**config.mk**
```make
export PLATFORM = sky130hd
export DESIGN_NAME = sync_fifo_thr
export DESIGN_NICKNAME = d
export VERILOG_FILES = /design/src/rtl/fifo_pkg.sv /design/src/rtl/fifo_mem.sv /design/src/rtl/sync_fifo_thr.sv
export SDC_FILE = /design/constraint.sdc
export NUM_CORES = 1
export LEC_CHECK = 0
export ABC_AREA = 1
export CAP_MARGIN = 0
export CORE_MARGIN = 3
export CORE_UTILIZATION = 50
export CTS_CLUSTER_DIAMETER = 50
export CTS_CLUSTER_SIZE = 25
export DETAILED_ROUTE_END_ITERATION = 7
export PLACE_DENSITY_LB_ADDON = 0.3
export REMOVE_ABC_BUFFERS = 1
export SLEW_MARGIN = 10
export SYNTH_ARGS = -nofsm -noshare
export SYNTH_HDL_FRONTEND = slang
export SYNTH_SLANG_ARGS = --single-unit
```
**constraint.sdc**
```tcl
create_clock -name clk -period 5.1 [get_ports clk]
set_clock_uncertainty 0.2 [all_clocks]
set_input_delay 1.02 -clock clk [delete_from_list [all_inputs] [get_ports clk]]
set_output_delay 1.02 -clock clk [all_outputs]
set_load 0.01 [all_outputs]
```
**src/rtl/fifo_pkg.sv**
```systemverilog
// Shared FIFO package: default widths, pointer type and parameter legality check.
package fifo_pkg;

  localparam int DATA_WIDTH_DEF = 8;
  localparam int ADDR_WIDTH_DEF = 4;

  typedef logic [ADDR_WIDTH_DEF:0] ptr_t;

  function automatic bit thr_ok(input int aw, input int ae_lvl, input int af_lvl);
    int depth;
    depth = 1 << aw;
    return (aw >= 1) && (ae_lvl >= 0) && (ae_lvl < af_lvl) && (af_lvl <= depth);
  endfunction

endpackage

```
**src/rtl/fifo_mem.sv**
```systemverilog
// DEPTH x DATA_WIDTH storage, one synchronous write port and one read port.
// Read port is combinational when FIFO_FWFT_EN is defined, registered otherwise.
module fifo_mem
  import fifo_pkg::*;
#(
  parameter int DATA_WIDTH = DATA_WIDTH_DEF,
  parameter int ADDR_WIDTH = ADDR_WIDTH_DEF
) (
  input  logic                  clk,
`ifndef FIFO_FWFT_EN
  input  logic                  rst_n,
  input  logic                  re,
`endif
  input  logic                  we,
  input  logic [ADDR_WIDTH-1:0] waddr,
  input  logic [DATA_WIDTH-1:0] wdata,
  input  logic [ADDR_WIDTH-1:0] raddr,
  output logic [DATA_WIDTH-1:0] rdata
);

  localparam int DEPTH = 1 << ADDR_WIDTH;

  logic [DATA_WIDTH-1:0] mem [DEPTH];

  always_ff @(posedge clk) begin
    if (we) mem[waddr] <= wdata;
  end

`ifdef FIFO_FWFT_EN
  assign rdata = mem[raddr];
`else
  logic [DATA_WIDTH-1:0] rdata_p1;

  // read stage: head word captured on an accepted read
  always_ff @(posedge clk or negedge rst_n) begin
    if (!rst_n)  rdata_p1 <= '0;
    else if (re) rdata_p1 <= mem[raddr];
  end

  assign rdata = rdata_p1;
`endif

endmodule

```
**src/rtl/sync_fifo_thr.sv**
```systemverilog
// Single-clock FIFO with almost-full/almost-empty thresholds, occupancy and sticky errors.
// Define FIFO_FWFT_EN for first-word fall-through reads; default is registered rdata.
module sync_fifo_thr
  import fifo_pkg::*;
#(
  parameter int DATA_WIDTH = DATA_WIDTH_DEF,
  parameter int ADDR_WIDTH = ADDR_WIDTH_DEF,
  parameter int AFULL_LVL  = (1 << ADDR_WIDTH) - 2,
  parameter int AEMPTY_LVL = 2
) (
  input  logic                  clk,
  input  logic                  rst_n,
  input  logic                  winc,
  input  logic [DATA_WIDTH-1:0] wdata,
  output logic                  wfull,
  output logic                  walmost_full,
  input  logic                  rinc,
  output logic [DATA_WIDTH-1:0] rdata,
  output logic                  rempty,
  output logic                  ralmost_empty,
  output logic [ADDR_WIDTH:0]   count,
  output logic                  overflow,
  output logic                  underflow,
  input  logic                  clr_err
);

  localparam logic [ADDR_WIDTH:0] AFULL_C  = AFULL_LVL[ADDR_WIDTH:0];
  localparam logic [ADDR_WIDTH:0] AEMPTY_C = AEMPTY_LVL[ADDR_WIDTH:0];
  localparam logic [ADDR_WIDTH:0] PTR_ONE  = 1;

  if (!thr_ok(ADDR_WIDTH, AEMPTY_LVL, AFULL_LVL)) begin : g_bad_params
    $error("sync_fifo_thr: illegal ADDR_WIDTH/AEMPTY_LVL/AFULL_LVL combination");
  end

  logic [ADDR_WIDTH:0] wptr;
  logic [ADDR_WIDTH:0] rptr;
  logic                wr_acc;
  logic                rd_acc;

  // Flags decode from registered pointers only; the MSB distinguishes full from empty.
  assign count         = wptr - rptr;
  assign rempty        = (wptr == rptr);
  assign wfull         = (wptr[ADDR_WIDTH] != rptr[ADDR_WIDTH]) &&
                         (wptr[ADDR_WIDTH-1:0] == rptr[ADDR_WIDTH-1:0]);
  assign walmost_full  = (count >= AFULL_C);
  assign ralmost_empty = (count <= AEMPTY_C);

  assign wr_acc = winc && !wfull;
  assign rd_acc = rinc && !rempty;

  always_ff @(posedge clk or negedge rst_n) begin
    if (!rst_n) begin
      wptr <= '0;
      rptr <= '0;
    end else begin
      if (wr_acc) wptr <= wptr + PTR_ONE;
      if (rd_acc) rptr <= rptr + PTR_ONE;
    end
  end

  // A new error event takes priority over a clear in the same cycle.
  always_ff @(posedge clk or negedge rst_n) begin
    if (!rst_n) begin
      overflow  <= 1'b0;
      underflow <= 1'b0;
    end else begin
      if (winc && wfull) overflow <= 1'b1;
      else if (clr_err)  overflow <= 1'b0;
      if (rinc && rempty) underflow <= 1'b1;
      else if (clr_err)   underflow <= 1'b0;
    end
  end

  fifo_mem #(
    .DATA_WIDTH (DATA_WIDTH),
    .ADDR_WIDTH (ADDR_WIDTH)
  ) u_mem (
    .clk   (clk),
`ifndef FIFO_FWFT_EN
    .rst_n (rst_n),
    .re    (rd_acc),
`endif
    .we    (wr_acc),
    .waddr (wptr[ADDR_WIDTH-1:0]),
    .wdata (wdata),
    .raddr (rptr[ADDR_WIDTH-1:0]),
    .rdata (rdata)
  );

endmodule

```
* Word level (Yosys, flattened, before mapping)
Memories as Yosys holds them, arrays and structs flattened. A register that Yosys moved wholly into a read port is not among the register bits.
Cells that the tools add are included.
** Operators by class
- Shift-type cells :: 0
- Equality and inequality tests :: 3
- Multiply operators :: 0
- Bitwise logic cells :: 0
- Order comparisons :: 2
- Reductions and logical operators :: 10
- Div/mod/pow operators :: 0
- Mux-type cells :: 5
- $add $sub $neg :: 3
** Operator list (number)
- adder 5 x 1 -> 5 bit, second input constant :: 2
- equality test 5 bit :: 1
- greater-or-equal comparator 5 x 4 -> 1 bit, second input constant :: 1
- <= comparator 5 x 2 -> 1 bit, second input constant :: 1
- logical AND 1 bit :: 5
- 2-to-1 mux 1 bit :: 5
- subtractor 5 bit :: 1
- equality test 4 bit :: 1
- nonzero test 2 bit :: 2
- logical NOT 1 bit :: 3
- inequality test 1 bit :: 1
** Storage, ports and cells
- Memory bits (writable) :: 128
- Output and inout bits :: 19
- Memories :: 1
- Register bits after elaboration :: 12
- Bits in latches :: 0
- Memory bits (read-only) :: 0
- Logic and storage cells :: 28
- Input port bits :: 13
** Memory list
- u_mem.mem :: depth 16, width 8, read ports 1, clocked after memory_dff 1, wr ports 1, RTL line fifo_mem.sv:23 : logic [DATA_WIDTH-1:0] mem [DEPTH];

* Logic depth before layout (Yosys ltp)
Gate-level depths: netlist (run 1).
- Depth in word-level cells :: 6
- Mapped depth :: 13
- Mapped depth without buffers :: 11

* Hierarchy
Synthesis (run 1) repeated with hierarchy kept, for this count alone.
** Unflattened totals
- Cells, all modules :: 602
- Area total of the unflattened synthesis :: 6521.3 um^2
** By module, submodules not included
- fifo_mem :: cells each 483, area each 5635.4 um^2, seq. area each 4043.9 um^2, instances 1
- sync_fifo_thr :: cells each 119, area each 885.8 um^2, seq. area each 300.3 um^2, instances 1

* Worst setup path after synthesis (run 1)
Ideal clock, no wire load.
- Path kind :: flip-flop to output port
- Start :: reg rptr[2]
- End :: out ralmost_empty
- Path slack :: 2026 ps
- Data required time :: 3880 ps
- Buffers on the path :: 2
- Data arrival time :: 1854 ps
- Cell stages (with the launch flop) :: 10
- Cells stage by stage :: dfrtp_1 > buf_2 > buf_2 > inv_1 > ha_1 > nand2_1 > o21ai_0 > xor2_1 > nand2_1 > nor2_1
** Between the ends
- Word-level cells in the longest chain between the ends :: 2
** RTL lines
- start: declaration :: RTL line sync_fifo_thr.sv:36 : logic [ADDR_WIDTH:0] rptr;
- start signal: assignment :: RTL line sync_fifo_thr.sv:57 : if (rd_acc) rptr <= rptr + PTR_ONE;
- subtractor 5 bit :: RTL line sync_fifo_thr.sv:41 : assign count = wptr - rptr;
- <= comparator 5 x 2 -> 1 bit :: RTL line sync_fifo_thr.sv:46 : assign ralmost_empty = (count <= AEMPTY_C);
- end: declaration :: RTL line sync_fifo_thr.sv:20 : output logic ralmost_empty,
Every way passes these cells.

* Worst setup path after layout (run 1)
Ends and elaborated chain as after synthesis.

==> results of run 1 <==
[stage by stage]
stage / area [um^2] / cells / worst slack (ns) / hold slack, ns / power (uW)
finish: 7600 / 876 / 0.843 / 0.309 / 4580
global route: 7600 / 876 / 0.614 / 0.329 / 4860
CTS: 7600 / 876 / 0.817 / 0.315 / 4580
detailed placement: 7050 / 844 / 1.28 / 0.302 / 3430
global placement: 7050 / 844 / 1.41 / 0.283 / 3350
floorplan: 6500 / 638 / 1.19 / 0.270 / 2700
[registers in the layout (all words and copies together), names as in the netlist]
signal,flops
overflow,1
underflow,1
rptr,5
u_mem.mem,128
u_mem.rdata,8
wptr,5
[layer usage]
layer	part of all wire	vias up
met2	0.46	121
met5	0	-
met3	0.047	30
met1	0.46	2147
met4	0.025	0
li1	-	2165
[power groups by stage]
stage | combinational (uW) | clock [uW] | sequential, uW
floorplan | 998 | 0 | 1700
global placement | 1720 | 0 | 1630
detailed placement | 1790 | 0 | 1640
CTS | 1790 | 1170 | 1610
global route | 1990 | 1230 | 1630
finish | 1800 | 1170 | 1610
[path summary, 6_finish.rpt]
check	to	cells past startpoint	slack (ns)
max	ralmost_empty	8	0.84
min	u_mem.rdata[6]	2	0.31
max reg2reg	u_mem.mem[13][2]	9	1.91
min reg2reg	u_mem.rdata[6]	2	0.31
max in group asynchronous	rptr[0]	1	3.03
min in group asynchronous	u_mem.rdata[1]	1	0.97
[logic make-up (layout without fill, tap and decap cells)]
group                      after synthesis  in the layout
xor gates and xnor gates                10             10
and+or+nand+nor                        341            341
DFF                                    148            148
AOI/OAI and AO/OA                       11             11
adders and majority gates               10             10
buffers and inverters                  142            184
[placed cells by master (no fill, tap or decap), types with 6 or more instances in the layout]
cell type,n
edfxtp_1,128
inv_1,112
nand3_1,91
clkdlybuf4s50_1,31
o21ai_0,6
xor2_1,10
clkbuf_16,17
nand2_1,184
ha_1,9
dfrtp_1,19
nor2_1,60
[critical path, stage by stage (launching register included)]
cell	delay, ns
dfrtp_1	0.81
inv_1	0.10
ha_1	0.38
nand2_1	0.09
o21ai_0	0.24
xor2_1	0.28
nand2_1	0.08
nor2_1	0.09
clkdlybuf4s50_1	0.54
[layout make-up]
| cell class | instances | area [um^2] | share of cell area |
|---|---|---|---|
| Sequential cell | 148 | 4350 | 0.571 |
| Multi-Input combinational cell | 372 | 1720 | 0.226 |
| Clock buffer | 19 | 443 | 0.0582 |
| Inverter | 118 | 443 | 0.0582 |
| Timing Repair Buffer | 34 | 333 | 0.0438 |
| Tap cell | 172 | 215 | 0.0283 |
| Clock inverter | 13 | 110 | 0.0145 |
==> metrics, run 1 <==
vias per std cell=5.09; met3 global-route usage=0.0410; status=completed; Synth Flop Type=edfxtp_1; worst path required time=3.88 ns; Int Pwr=2840 uW; area grow syn2layout=14.2%; Post-Synth Simple-Gate Area=0.216; number of remaining DRC errors=0; Unique masters post-synth=22; Worst Setup SP=rptr[2]; Synth top cells by count=184 x nand2_1, 128 x edfxtp_1, 112 x inv_1; cts bufs inserted=17; post-synth top area share=0.577; Power Dens Cells=602 nW/um^2; Hold-fix buffers, CTS=0; Worst R2R Start=rptr[2]; Least-Margin Pin Slew=1.13 ns; syn avg cell area=10.1 um^2; P_leak=0.00326 uW; post-layout util=0.593; CTS tree=yes; clk sink count=148; share of power burned in registers=0.352; Post-Synth Adder-Cell Area=0.0199; mux cell area share after synthesis=0; VDD IR max=0.348 mV; Sw Share=0.380; first-pass GRT wire length=22700 um; Final setup viols=0; FILL cells=1083; IO Pins=32; post-layout net count=714; Async SR Flop Fraction=0.135; Peak Freq=235 MHz; Die Y=121 um; most frequent cell after synthesis=nand2_1; GRT Total Usage=0.207; Via Count=4463; clock power share=0.255; Pre-antenna DRT Iters=5; Synth Instances=662; max_cap viols=0; Critical Path Source Type=flip-flop; Resize count post-CTS=0; Post-Synth XOR/XNOR Area=0.0132; final-report max-slew violation count=0; grt met2 use=0.317; register area share after synthesis=0.653; die area=14700 um^2; total grt overflow=0; Routed Antenna Nets=0; Slew headroom=0.243; layout cells sized above 1=0.0639; Routed WL=14400 um; input/output buffers=31; CTS H-Tree Depth=4; core box area=12800 um^2; starting density of the core=0.519; Worst Hold Class=reg -> reg; GRT busiest layer=met2; WL per Instance=16.5 um; Clock transition at path regs=0.06 ns; crit path kind=reg -> out; drt initial violations=536; Worst-Skew Late Latency=0.42 ns; Synth Warn #=0; Yosys top cell by area=edfxtp_1; die width=121 um; Hold Crit Start=u_mem.rdata[6]; Crit. End Element=output port; Area contributors post-synth=edfxtp_1 58%, nand2_1 10%, dfrtp_1 7.5%; # diodes=0; GPL Wtd Cong=0.858; Final Hold Vio Count=0; vias in the first global route=4302; combinational share of power=0.392; critical-path maximum fanout=21; compound-cell area share of the yosys netlist=0.00865; Seq cells post-synth=148; largest net degree at the start of global routing=68; CTS Buffer Depth=2; post-CTS setup repair buffer count=0; Post-Syn Area=6660 um^2; switching power=1740 uW; final setup TNS=0 ns; Root Buffer=clkbuf_16; RSZ-0062 raised after global routing=false; period utilization=0.835; Period minus WS final=4.26 ns; met1 GRT Util=0.294; initial antenna violation count=0; Core Rows=41; CP Data Arrival Time=3.04 ns; main combinational cell family by area after synthesis=simple AND/OR/NAND/NOR gates; Post-synth EDFFs=128; hpwl dp=8840 um
No activity file was read; power rests on OpenSTA's default activity.
==> inputs of run 2 (changes only) <==
==> constraint.sdc (replaced) <==
create_clock -name clk -period 3.6 [get_ports clk]
set_clock_uncertainty 0.2 [all_clocks]
set_input_delay 0.72 -clock clk [delete_from_list [all_inputs] [get_ports clk]]
set_output_delay 0.72 -clock clk [all_outputs]
set_load 0.01 [all_outputs]
==> metrics, run 2 (same netlist as run 1, synthesis figures left out) <==
Slew headroom=0.344; post-CTS setup repair buffer count=0; RSZ-0062 raised after global routing=false; Least-Margin Pin Slew=0.981 ns; GPL Wtd Cong=0.819; Worst Hold Class=reg -> reg; layout cells sized above 1=0.0754; Peak Freq=297 MHz; Routed Antenna Nets=0; die width=121 um; initial antenna violation count=0; input/output buffers=31; Die Y=121 um; starting density of the core=0.519; Worst-Skew Late Latency=0.42 ns; leading cell type in the layout, fill and taps excluded=nand2_1; die area=14700 um^2; Critical Path Source Type=flip-flop; worst path required time=2.68 ns; Final setup viols=0; critical-path maximum fanout=5; hpwl dp=9000 um; Routed WL=14500 um; Final Hold Vio Count=0; Hold-fix buffers, CTS=0; Root Buffer=clkbuf_16; Via Count=4498; core box area=12800 um^2; setup ws final=0.234 ns; dpl cells=856; number of remaining DRC errors=0; CTS Buffer Depth=2; Biggest register=u_mem.mem; DP Worst Slack=0.393 ns; Crit. End Element=output port; most frequent cells in the layout=184 x nand2_1, 128 x edfxtp_1, 112 x inv_1, 91 x nand3_1, 60 x nor2_1; status=completed; clk sink count=148; GRT Total Usage=0.211; largest net degree at the start of global routing=68; IO Pins=32; post-layout net count=726; drt initial violations=428; # diodes=0; vias per std cell=5.07; Pre-antenna DRT Iters=4; cts bufs inserted=17; WL per Instance=16.3 um; Min Hold Slack=0.300 ns; area grow syn2layout=16.7%; period utilization=0.935; final-report max-slew violation count=0; vias in the first global route=4557; fin cells=888; total grt overflow=0; crit path kind=reg -> out; Period minus WS final=3.37 ns; first-pass GRT wire length=23100 um; Largest register FFs=128; CP Data Arrival Time=2.45 ns; CTS H-Tree Depth=4; P_leak=0.00338 uW; CTS tree=yes; Clock transition at path regs=0.06 ns; FILL cells=1040; Core Rows=41; Power Dens Cells=860 nW/um^2; max_cap viols=0; VDD IR max=0.554 mV
[run 2: cell types whose count changed in the layout (fill, tap and decap cells not counted), sizes merged]
cell,delta
dlygate4sd2,+2
clkinvlp,-5
buf,+12
inv,-1
clkbuf,+4
bufinv,+3
clkinv,-1
clkdlybuf4s50,-3
dlymetal6s2s,+1
[run 2: worst paths after layout]
check / endpoint / depth (start not counted) / from / slack [ns]
max: count[2] / 6 / wptr[0] / 0.23
min: rptr[3] / 1 / rptr[3] / 0.30
max reg2reg: u_mem.mem[2][5] / 9 / rptr[1] / 0.85
min reg2reg: rptr[3] / 1 / rptr[3] / 0.30
max in group asynchronous: rptr[0] / 1 / rst_n / 1.89
min in group asynchronous: u_mem.rdata[5] / 1 / rst_n / 0.65
[run 2: per-layer routing]
metal / routed length (um) / vias up / global-route usage
li1: - / 2186 / -
met4: 296 / 0 / 0.0889
met2: 7140 / 143 / 0.341
met5: 0 / - / 0
met1: 6220 / 2147 / 0.276
met3: 847 / 22 / 0.0490
[run 2: area by class of cell]
cell class	count	area, um^2	area share
inverter	118	443	0.0570
clock buffer	23	468	0.0602
clock inverter	9	151	0.0195
timing repair buffer	46	423	0.0544
tap	172	215	0.0277
sequential	148	4350	0.559
multi-input combinational	372	1720	0.222
[run 2: metrics by stage]
stage / util / TNS, ns / total power, uW / cell area, um^2
4_1_cts: 0.606 / 0 / 6700 / 7770
2_1_floorplan: - / -0.00531 / 3820 / 6500
3_3_place_gp: 0.557 / 0 / 4780 / 7140
5_1_grt: 0.606 / 0 / 7110 / 7770
6_report: 0.606 / 0 / 6680 / 7770
3_5_place_dp: 0.557 / 0 / 4870 / 7140
[run 2: power by group]
part | leakage, uW | switching (uW) | total, uW | internal [uW]
logic | 0.00169 | 1660 | 2600 | 940
registers | 0.00139 | 115 | 2250 | 2130
clock network | 0.000303 | 643 | 1840 | 1190
[run 2: critical path, cell delays in order, from the launching register on]
cell	delay, ns
dfrtp_1	0.43
inv_1	0.14
ha_1	0.18
inv_1	0.06
fa_1	0.40
xor2_1	0.23
clkdlybuf4s50_1	0.58
[run 2: repair_timing]
item / 4_1_cts / 5_1_grt
resized for setup: 3 / 1
endpoints found under the setup margin: 2 / 1
pin swaps: 0 / 0
==> inputs of run 3 (changes only) <==
--- a/config.mk
+++ b/config.mk
@@ -7,7 +7,7 @@
 export LEC_CHECK = 0
 export ABC_AREA = 1
 export CAP_MARGIN = 0
-export CORE_MARGIN = 3
+export CORE_MARGIN = 5
 export CORE_UTILIZATION = 50
 export CTS_CLUSTER_DIAMETER = 50
 export CTS_CLUSTER_SIZE = 25
@@ -18,3 +18,4 @@
 export SYNTH_ARGS = -nofsm -noshare
 export SYNTH_HDL_FRONTEND = slang
 export SYNTH_SLANG_ARGS = --single-unit
+export TNS_END_PERCENT = 10
==> metrics, run 3 (same netlist as run 1, synthesis figures left out) <==
status=completed; cell family with most CP delay=adder cells; first-pass GRT wire length=23300 um; Final Hold Vio Count=0; die area=15700 um^2; post-CTS setup repair buffer count=0; post-layout util=0.596; cts bufs inserted=17; CP most frequent cell=inv_1; met3 global-route usage=0.0546; crit path kind=reg -> out; CP max stage cell=dfrtp_1; DP Worst Slack=0.403 ns; WL per Instance=16.2 um; RSZ-0062 raised after global routing=false; Period minus WS final=3.37 ns; Largest register FFs=128; CTS tree=yes; leading cell type in the layout, fill and taps excluded=nand2_1; CP cell instances=inv_1 > ha_1 > inv_1 > fa_1 > nand3_1 > nand2_1 > xor2_2 > o21bai_1 > dlygate4sd2_1; vias per std cell=5.02; CTS H-Tree Depth=4; Final setup viols=0; critical-path maximum fanout=5; reg2reg setup slack=0.92 ns; # diodes=0; Routed WL=14500 um; IO Pins=32; setup ws final=0.235 ns; Routed Antenna Nets=0; Clock transition at path regs=0.06 ns; grt met2 use=0.322; max_cap viols=0; Pre-antenna DRT Iters=5; total grt overflow=0; final-report max-slew violation count=0; worst path bufs/invs=3; met1 GRT Util=0.252; GRT busiest layer=met2; CP Data Arrival Time=2.45 ns; die width=125 um; Die Y=125 um; drt initial violations=374; Root Buffer=clkbuf_16; CTS Buffer Depth=2; Worst Hold Class=reg -> reg; Core Rows=42; GPL Wtd Cong=0.919; final setup TNS=0 ns; Biggest register=u_mem.mem; Hold Crit Start=u_mem.rdata[5]; Crit. End Element=output port; worst path required time=2.68 ns; Register-to-Register Path Depth=8; Peak Freq=297 MHz; most frequent cells in the layout=184 x nand2_1, 128 x edfxtp_1, 112 x inv_1, 91 x nand3_1, 60 x nor2_1; Crit Reg-Reg Endpoint=u_mem.mem[9][4]; layout cells sized above 1=0.0809; P_leak=0.00341 uW; largest net degree at the start of global routing=68; initial antenna violation count=0; Critical Path Source Type=flip-flop; Least-Margin Pin Slew=1.01 ns; vias in the first global route=4436; period utilization=0.935; number of stages on the worst hold path=2; starting density of the core=0.507; GRT Total Usage=0.193; crit-path max cell delay=0.43 ns; clk sink count=148; Via Count=4485; post-layout net count=727; VDD IR max=0.598 mV; number of remaining DRC errors=0; area grow syn2layout=17.6%; Worst-Skew Late Latency=0.42 ns; Worst R2R Start=wptr[2]; hpwl dp=8770 um; Worst Hold End=u_mem.rdata[5]; core box area=13100 um^2; Slew headroom=0.327; Power Dens Cells=871 nW/um^2; input/output buffers=31
run 3: cell count changes in the layout (fill, tap and decap cells not counted), sizes merged:
cell,before,now
clkinv,7,4
clkinvlp,0,2
buf,15,16
bufinv,4,5
dlygate4sd2,2,1
dlymetal6s2s,1,2
run 3: worst max path at each step:
stage	from	to	slack (ns)	cells past startpoint
finish	wptr[0]	walmost_full	0.23	9
global route	wptr[0]	walmost_full	0.10	9
CTS	wptr[0]	ralmost_empty	0.02	9
detailed placement	wptr[0]	walmost_full	0.40	9
global placement	wptr[0]	walmost_full	0.52	9
floorplan	rptr[0]	walmost_full	-0.005	7
run 3: what timing repair did:
| item | CTS | global route |
|---|---|---|
| gates resized for setup | 3 | 2 |
| hold buffers | 0 | 0 |
| endpoints found under the setup margin | 1 | 2 |
run 3: metal layers:
layer  up-vias  routed length (um)
li1       2186                   -
met1      2136                6120
met2       152                7210
met3        11                 977
met4         0                 154
met5         -                   0
run 3: report_power, final:
part | switching, uW | leakage [uW] | internal [uW]
combinational | 1670 | 0.00171 | 958
sequential | 112 | 0.00139 | 2130
clock | 661 | 0.000313 | 1280
total | 2450 | 0.00341 | 4370
run 3: per-stage QoR:
stage | hold slack, ns | cell area (um^2) | cells | total power [uW]
2_1_floorplan | 0.224 | 6500 | 638 | 3820
3_3_place_gp | 0.287 | 7150 | 861 | 4800
3_5_place_dp | 0.300 | 7150 | 861 | 4890
4_1_cts | 0.313 | 7820 | 893 | 6850
5_1_grt | 0.341 | 7830 | 893 | 7230
6_report | 0.314 | 7830 | 893 | 6820
run 3: final cells by class:
cell class | count | area (um^2)
Fill cell | 1090 | 5310
Tap cell | 176 | 220
Timing Repair Buffer | 47 | 434
Inverter | 118 | 443
Sequential cell | 148 | 4350
Multi-Input combinational cell | 372 | 1730
Clock buffer | 23 | 478
Clock inverter | 9 | 175
run 3: worst register-to-register path, cell delays in order (launching register included):
cell and delay [ns]:
dfrtp_1 0.42, ha_1 0.37, nand2_1 0.12, nor2_1 0.06
inv_1 0.09, nor2_4 0.06, nor2_8 0.17, nand2_1 0.16
nor2_1 0.63
